$ cat src/rtl/scaler_pkg.sv
// Shared defaults and sizing helpers for the horizontal scaler.
package scaler_pkg;

    localparam int DEF_PIXEL_STEP        = 1024;
    localparam int DEF_TABLE_INPUT_WIDTH = 8;
    localparam int DEF_PIXEL_WIDTH       = 8;
    localparam int IDX_WIDTH             = 13;
    localparam int SYNC_LAT              = 3;

    // Number of fraction bits in the position accumulator.
    function automatic int frac_bits(input int pixel_step);
        return $clog2(pixel_step);
    endfunction

    // Width of the position accumulator P.
    function automatic int acc_width();
        return 24;
    endfunction

endpackage

$ cat src/rtl/scaler_h_interp.sv
// Two-stage 2-tap linear interpolator: weighted sum, then round and clamp.
module scaler_h_interp
    import scaler_pkg::*;
#(
    parameter int PIXEL_WIDTH       = DEF_PIXEL_WIDTH,
    parameter int TABLE_INPUT_WIDTH = DEF_TABLE_INPUT_WIDTH
) (
    input  logic                         clk,
    input  logic                         rst,
    input  logic [PIXEL_WIDTH-1:0]       prev,
    input  logic [PIXEL_WIDTH-1:0]       cur,
    input  logic [TABLE_INPUT_WIDTH-1:0] frac,
    input  logic                         vld,
    output logic [PIXEL_WIDTH-1:0]       pix,
    output logic                         pix_vld
);

    localparam int SUM_W = PIXEL_WIDTH + TABLE_INPUT_WIDTH + 1;
    localparam logic [SUM_W-1:0] WEIGHT_ONE = SUM_W'(1) << TABLE_INPUT_WIDTH;
    localparam logic [SUM_W-1:0] HALF       = SUM_W'(1) << (TABLE_INPUT_WIDTH - 1);
    localparam logic [SUM_W-1:0] PIX_MAX    = SUM_W'({PIXEL_WIDTH{1'b1}});

    logic [SUM_W-1:0] sum_p1;
    logic             vld_p1;

    // Round half-up, drop the weight bits and clamp to the pixel range.
    function automatic logic [PIXEL_WIDTH-1:0] round_sat(input logic [SUM_W-1:0] acc);
        logic [SUM_W-1:0] q;
        q = (acc + HALF) >> TABLE_INPUT_WIDTH;
        if (q > PIX_MAX) begin
            return {PIXEL_WIDTH{1'b1}};
        end
        return q[PIXEL_WIDTH-1:0];
    endfunction

    // Stage p1: weighted sum of the two taps.
    always_ff @(posedge clk) begin
        if (rst) begin
            sum_p1 <= '0;
            vld_p1 <= 1'b0;
        end else begin
            vld_p1 <= vld;
            if (vld) begin
                sum_p1 <= SUM_W'(prev) * (WEIGHT_ONE - SUM_W'(frac))
                        + SUM_W'(cur) * SUM_W'(frac);
            end
        end
    end

    // Stage p2: rounded output; the pixel value holds while idle.
    always_ff @(posedge clk) begin
        if (rst) begin
            pix     <= '0;
            pix_vld <= 1'b0;
        end else begin
            pix_vld <= vld_p1;
            if (vld_p1) begin
                pix <= round_sat(sum_p1);
            end
        end
    end

endmodule

$ cat src/rtl/scaler_h.sv
// Horizontal down-scaler: position/index control feeding a 2-tap interpolator,
// with hs/vs delayed to match the data path.
module scaler_h
    import scaler_pkg::*;
#(
    parameter int PIXEL_STEP        = DEF_PIXEL_STEP,
    parameter int TABLE_INPUT_WIDTH = DEF_TABLE_INPUT_WIDTH,
    parameter int PIXEL_WIDTH       = DEF_PIXEL_WIDTH
) (
    input  logic                   clk,
    input  logic                   rst,
    input  logic [15:0]            scale_step_h,
    input  logic [PIXEL_WIDTH-1:0] di_i,
    input  logic                   de_i,
    input  logic                   hs_i,
    input  logic                   vs_i,
    output logic [PIXEL_WIDTH-1:0] do_o,
    output logic                   de_o,
    output logic                   hs_o,
    output logic                   vs_o
);

    localparam int FB    = frac_bits(PIXEL_STEP);
    localparam int ACC_W = acc_width();
    localparam int INT_W = ACC_W - FB;

    // Line state
    logic [ACC_W-1:0]       pos;
    logic [IDX_WIDTH-1:0]   idx;
    logic [15:0]            step;
    logic                   active;
    logic [PIXEL_WIDTH-1:0] prev;

    // Effective values for the current cycle (a line start overrides the state)
    logic [ACC_W-1:0]     line_pos;
    logic [IDX_WIDTH-1:0] line_idx;
    logic [15:0]          line_step;
    logic                 take;
    logic                 emit;

    // Stage p0 registers
    logic [PIXEL_WIDTH-1:0]       prev_p0;
    logic [PIXEL_WIDTH-1:0]       cur_p0;
    logic [TABLE_INPUT_WIDTH-1:0] frac_p0;
    logic                         vld_p0;

    logic [SYNC_LAT-1:0] hs_dly;
    logic [SYNC_LAT-1:0] vs_dly;

    // Decide whether this pixel is the right tap of the next output sample.
    always_comb begin
        line_pos  = hs_i ? '0 : pos;
        line_idx  = hs_i ? '0 : idx;
        line_step = hs_i ? scale_step_h : step;
        take      = de_i && (active || hs_i);
        emit      = take && (line_idx != '0)
                    && (line_pos[ACC_W-1:FB] == INT_W'(line_idx - IDX_WIDTH'(1)));
    end

    // Advance position, index and previous pixel; ignore pixels until a line start.
    always_ff @(posedge clk) begin
        if (rst) begin
            active <= 1'b0;
            pos    <= '0;
            idx    <= '0;
            step   <= '0;
            prev   <= '0;
        end else begin
            if (hs_i) begin
                active <= 1'b1;
                pos    <= '0;
                idx    <= '0;
                step   <= scale_step_h;
            end
            if (take) begin
                prev <= di_i;
                idx  <= line_idx + IDX_WIDTH'(1);
                if (emit) begin
                    pos <= line_pos + ACC_W'(line_step);
                end
            end
        end
    end

    // Stage p0: taps and weight handed to the interpolator.
    always_ff @(posedge clk) begin
        if (rst) begin
            prev_p0 <= '0;
            cur_p0  <= '0;
            frac_p0 <= '0;
            vld_p0  <= 1'b0;
        end else begin
            vld_p0 <= emit;
            if (emit) begin
                prev_p0 <= prev;
                cur_p0  <= di_i;
                frac_p0 <= line_pos[FB-1 -: TABLE_INPUT_WIDTH];
            end
        end
    end

    // Sync delay line matching the three-register data path.
    always_ff @(posedge clk) begin
        if (rst) begin
            hs_dly <= '0;
            vs_dly <= '0;
        end else begin
            hs_dly <= {hs_dly[SYNC_LAT-2:0], hs_i};
            vs_dly <= {vs_dly[SYNC_LAT-2:0], vs_i};
        end
    end

    assign hs_o = hs_dly[SYNC_LAT-1];
    assign vs_o = vs_dly[SYNC_LAT-1];

    scaler_h_interp #(
        .PIXEL_WIDTH       (PIXEL_WIDTH),
        .TABLE_INPUT_WIDTH (TABLE_INPUT_WIDTH)
    ) u_interp (
        .clk     (clk),
        .rst     (rst),
        .prev    (prev_p0),
        .cur     (cur_p0),
        .frac    (frac_p0),
        .vld     (vld_p0),
        .pix     (do_o),
        .pix_vld (de_o)
    );

endmodule

$ cat config.mk
export PLATFORM = sky130hd
export DESIGN_NAME = scaler_h
export DESIGN_NICKNAME = d
export VERILOG_FILES = /design/src/rtl/scaler_pkg.sv /design/src/rtl/scaler_h_interp.sv /design/src/rtl/scaler_h.sv
export SDC_FILE = /design/constraint.sdc
export NUM_CORES = 1
export LEC_CHECK = 0
export CAP_MARGIN = 10
export CORE_ASPECT_RATIO = 1.1
export CORE_MARGIN = 3
export CORE_UTILIZATION = 40
export CTS_BUF_LIST = sky130_fd_sc_hd__clkbuf_8
export CTS_CLUSTER_SIZE = 25
export DETAILED_ROUTE_END_ITERATION = 10
export GPL_TIMING_DRIVEN = 0
export HOLD_SLACK_MARGIN = 0.08
export PLACE_DENSITY = 0.65
export SETUP_SLACK_MARGIN = 0.4
export SLEW_MARGIN = 20
export SYNTH_ARGS = -nofsm -noshare
export SYNTH_HDL_FRONTEND = slang
export SYNTH_SLANG_ARGS = --single-unit
$ cat constraint.sdc
create_clock -name clk -period 15.9 [get_ports clk]
set_input_delay 3.18 -clock clk [delete_from_list [all_inputs] [get_ports clk]]
set_output_delay 3.18 -clock clk [all_outputs]
set_load 0.02 [all_outputs]
==> results.md <==
- The clock sink total is between 100 and 150.
- The average cell area after synthesis is a little under 9 um^2.
- Across the run, the number of max-cap violations was 0.
- For this block, the initial DRC count from the detailed router was ~330.
- The area of the core region is approximately 25000 um^2.
- After detailed routing, the average wire length per cell comes to between 10 and 15 um.
- The post-synthesis instance area is roughly 10000 um^2.
- The root buffer cell is sky130_fd_sc_hd__clkbuf_8.
- The number of global-route vias before repair is between 8000 and 9000.
- The cell count after placement is roughly 1600.
- Across the routed clock network, the largest skew measured is 12.4 ps.
- The longest clock path from root to sink contains 2 buffers.
- The total routing usage reported by global routing is 17.6%.
- The kind of start point of the critical path is a register.
- The worst hold margin is 451 ps.
- The post-route cell area is between 10000 and 15000 um^2.
- The number of distinct library cell variants in the gate-level netlist after synthesis is 65.
- During I/O placement, the number of pins put on the boundary was 40.
- The number of clock buffers added by TritonCTS is 17.
- The count of flip-flops with a built-in enable after synthesis is 0.
- The number of cells traversed by the worst register-to-register path is 24.
- The die span in x is between 150 and 200 um.
- CTS built an H-tree with a depth of 4.
- After clock tree synthesis, the repair step resized 0 gates.
- The final instance count without filler cells is 1599.
- The share of the core filled with cells in the final layout is 45.8%.
- The count of pins over their slew limit is 0.
- At the pin with the least slew margin, the transition time is 949 ps.
- The power per cell area is 56.1 nW/um^2.
- The net count after synthesis is roughly 1400.
- The initial utilization of the core area, before any placement, comes to 40.8%.
- Cell internal power was estimated by the tool at between 0.4 and 0.5 mW.
- Combinational cells account for ~7.4% of the total power.
- The worst path meets setup with between 7000 and 8000 ps of slack.
- After clock tree synthesis, the setup repair step added 0 buffers.
- Of the synthesized area, sequential elements account for between 20 and 25%.
- The post-place instance area is ~11000 um^2.
- The worst-case IR drop observed on VDD is around 0.075 mV.
- The worst slack at placement is about 7600 ps.
- Detailed placement finished with a half-perimeter wire length of between 15 and 20 mm.
- The run finished with clean final reports.
- Of all nets on the critical path, the largest fanout is 9.
- The number of buffers inserted by port buffering is 37.
- The design draws 0.652 mW.
- The vias per cell is 5.03.
- The Yosys step of the flow raised 0 warnings.
- Setup repair after global routing left no endpoint under its margin.
- TritonCTS built the clock tree.
- After detailed routing, the number of remaining DRC violations is 0.
- The accumulated negative setup slack is 0 ps.
- At the worst endpoint, the required time is between 15000 and 20000 ps.
- The power share of the clock group is around half.
- Before antenna repair, the detailed router went through 5 iterations.
- Summing over every cut layer, the via total after detailed routing is slightly above 8000.
- In the final layout, the share of cells above drive strength 1 is between 5 and 6%.
- In the synthesized netlist, the number of instances is approximately 1200.
- The path class of the tightest hold or removal check is reg -> reg.
- The worst slew margin relative to its limit is ~36%.
- The switching power is ~0.17 mW.
- The row count is slightly above 60.
- The final layout net count is roughly 1500.
- Along the worst hold path, the cell count comes to 1.
- Among all flip-flop cells after synthesis, the most frequent one is sky130_fd_sc_hd__dfxtp_1.
- STA classifies the critical path endpoint as a register.
- The analysis attributes to cell leakage a power of ~5.3 nW.
- The clock transition at the register clock pins on the worst setup and hold paths after CTS is approximately 80 ps.
- Of the total power, the share spent switching nets is about a quarter.
- The worst path uses 51.8% of the clock period.
- The number of antenna violations at the first check in global routing came to 0.
- Based on the critical path, the design can be clocked at up to approximately 0.12 GHz.
- From bottom edge to top edge, the die measures roughly 170 um.
- Once detail routing completed, the nets flagged for antenna violations numbered 0.
- The number of failing hold endpoints at the final stage is 0.
- The routed wire length is approximately 24 mm.
- The total global routing overflow is 0.
- For the worst-skew pair, the clock arrives at the later sink with an insertion delay of 450 ps.
- The critical path is of the reg -> reg type.
- The data arrival time of the worst path is between 8000 and 9000 ps.
- The smallest clock period supported by the final layout is computed as about 8200 ps.
- The flop and latch count out of synthesis is around 110.
- Routability-driven placement finished with a final weighted congestion of slightly above 0.9.
- Setup violations remaining at the end of the flow were counted as 0.
- Of the total power, registers draw between 40 and 50%.
- The hold buffer count at cts is 0.
- The total inserted antenna cells is 0.
- The first global-routing pass estimated 40.0 mm of wire.
- The layout has ~2500 filler cells.
- The pin count of the biggest net entering global routing is 17.
- Relative to the synthesized area, the layout overhead comes to 12.1%.
- The proportion of synthesized flip-flops having asynchronous set or reset is 0%.
- The die covers ~28000 um^2.
## logic make-up after synthesis
family | count (synthesis) | share of synthesized area [%]
xor+xnor | 60 | 5.14
flops | 113 | 21.8
mux | 65 | 6.50
compound gates | 106 | 6.79
simple gates | 441 | 22.0
fa+ha+maj | 186 | 29.9
buf+inv | 213 | 7.89
## power groups by stage
stage | Sequential [mW] | Combinational, mW | Clock, mW
after global routing | 0.290 | 0.0534 | 0.335
after global placement | 0.296 | 0.0481 | 0
after detailed placement | 0.296 | 0.0483 | 0
after floorplan | 0.295 | 0.0302 | 0
final | 0.289 | 0.0482 | 0.314
after CTS | 0.289 | 0.0487 | 0.321
## layer usage
layer	track usage, %	routed length, um	vias to the layer above
li1	-	-	3929
met1	21.7	10200	3920
met2	31.1	12200	154
met3	2.63	758	44
met4	6.60	724	0
met5	0	0	-
## worst max-delay path: stages (launching register included)
cell and delay [ps]:
sky130_fd_sc_hd__dfxtp_1 570, sky130_fd_sc_hd__inv_1 110, sky130_fd_sc_hd__ha_1 240, sky130_fd_sc_hd__nand2_1 100
sky130_fd_sc_hd__xor2_1 700, sky130_fd_sc_hd__and2_1 250, sky130_fd_sc_hd__fa_1 430, sky130_fd_sc_hd__inv_1 80
sky130_fd_sc_hd__fa_1 430, sky130_fd_sc_hd__fa_1 510, sky130_fd_sc_hd__inv_1 50, sky130_fd_sc_hd__fa_1 480
sky130_fd_sc_hd__fa_1 550, sky130_fd_sc_hd__inv_1 50, sky130_fd_sc_hd__fa_1 530, sky130_fd_sc_hd__inv_1 40
sky130_fd_sc_hd__ha_1 310, sky130_fd_sc_hd__a21oi_1 200, sky130_fd_sc_hd__o211ai_1 240, sky130_fd_sc_hd__a2111oi_0 720
sky130_fd_sc_hd__o31ai_1 220, sky130_fd_sc_hd__o21ai_0 450, sky130_fd_sc_hd__a2111oi_0 240, sky130_fd_sc_hd__or3_1 390
sky130_fd_sc_hd__a311oi_1 260
## sequential cells by signal, indices dropped and copies added (netlist names), 3 cells and up
register / cells
pos: 24
idx: 13
prev_p0: 8
cur_p0: 8
frac_p0: 8
vs_dly: 3
u_interp.pix: 8
hs_dly: 3
u_interp.sum_p1: 10
step: 16
prev: 8
## cells in the final DEF, fill, tap and decap left out, types with 5 or more instances in the layout
cell,n
sky130_fd_sc_hd__a211oi_1,12
sky130_fd_sc_hd__and3_1,10
sky130_fd_sc_hd__o211ai_1,9
sky130_fd_sc_hd__nand3_1,15
sky130_fd_sc_hd__or3_1,13
sky130_fd_sc_hd__clkdlybuf4s50_1,37
sky130_fd_sc_hd__a21oi_1,31
sky130_fd_sc_hd__inv_1,162
sky130_fd_sc_hd__xor2_1,17
sky130_fd_sc_hd__nor3b_1,7
sky130_fd_sc_hd__and2_1,85
sky130_fd_sc_hd__nand2_1,104
sky130_fd_sc_hd__clkbuf_8,17
sky130_fd_sc_hd__clkbuf_1,37
sky130_fd_sc_hd__inv_6,6
sky130_fd_sc_hd__nor4_1,5
sky130_fd_sc_hd__nor2_1,101
sky130_fd_sc_hd__dfxtp_1,113
sky130_fd_sc_hd__buf_1,5
sky130_fd_sc_hd__a21o_1,5
sky130_fd_sc_hd__nor3_1,21
sky130_fd_sc_hd__nor2b_1,48
sky130_fd_sc_hd__mux2_2,19
sky130_fd_sc_hd__o21ai_0,13
sky130_fd_sc_hd__fa_1,103
sky130_fd_sc_hd__buf_2,6
sky130_fd_sc_hd__xnor2_1,42
sky130_fd_sc_hd__ha_1,83
sky130_fd_sc_hd__mux2i_1,46
## cells in the mapped netlist, drive strengths merged, types with 4 or more instances
| cell type | number | area share [%] |
|---|---|---|
| nor4 | 7 | 0.54 |
| nand4 | 4 | 0.24 |
| nor2 | 102 | 3.7 |
| or2 | 4 | 0.24 |
| nor3 | 23 | 1.2 |
| o21a | 4 | 0.29 |
| and2 | 85 | 5.1 |
| ha | 83 | 10 |
| xnor2 | 43 | 3.7 |
| nand3 | 15 | 0.72 |
| nor3b | 7 | 0.51 |
| a211oi | 12 | 0.87 |
| or4 | 4 | 0.33 |
| a21o | 5 | 0.36 |
| inv | 162 | 5.9 |
| nand3b | 4 | 0.29 |
| xor2 | 17 | 1.4 |
| a31oi | 4 | 0.24 |
| clkbuf | 37 | 1.3 |
| nand2 | 104 | 3.8 |
| o211ai | 9 | 0.65 |
| a21oi | 31 | 1.5 |
| buf | 13 | 0.65 |
| o21ai | 14 | 0.68 |
| or3 | 13 | 0.78 |
| and3 | 10 | 0.60 |
| o31ai | 4 | 0.29 |
| fa | 103 | 20 |
| mux2i | 46 | 4.4 |
| dfxtp | 113 | 22 |
| mux2 | 19 | 2.1 |
| nor2b | 48 | 2.9 |
## worst paths after layout
check	start	end	slack, ps
min	vs_dly[0]	vs_dly[1]	450
min reg2reg	vs_dly[0]	vs_dly[1]	450
max	frac_p0[0]	u_interp.sum_p1[16]	7660
max reg2reg	frac_p0[0]	u_interp.sum_p1[16]	7660
## layout make-up
cell class                      instances  area [um^2]  area share [%]
Multi-Input combinational cell        858         7290            62.7
Sequential cell                       113         2260            19.5
Inverter                              163          612            5.26
Tap cell                              346          433            3.72
Timing Repair Buffer                   37          370            3.18
Clock buffer                           17          234            2.01
Clock inverter                         15          220            1.89
Buffer                                 50          206            1.78
Note: power is estimated with default switching activity, not from simulation.
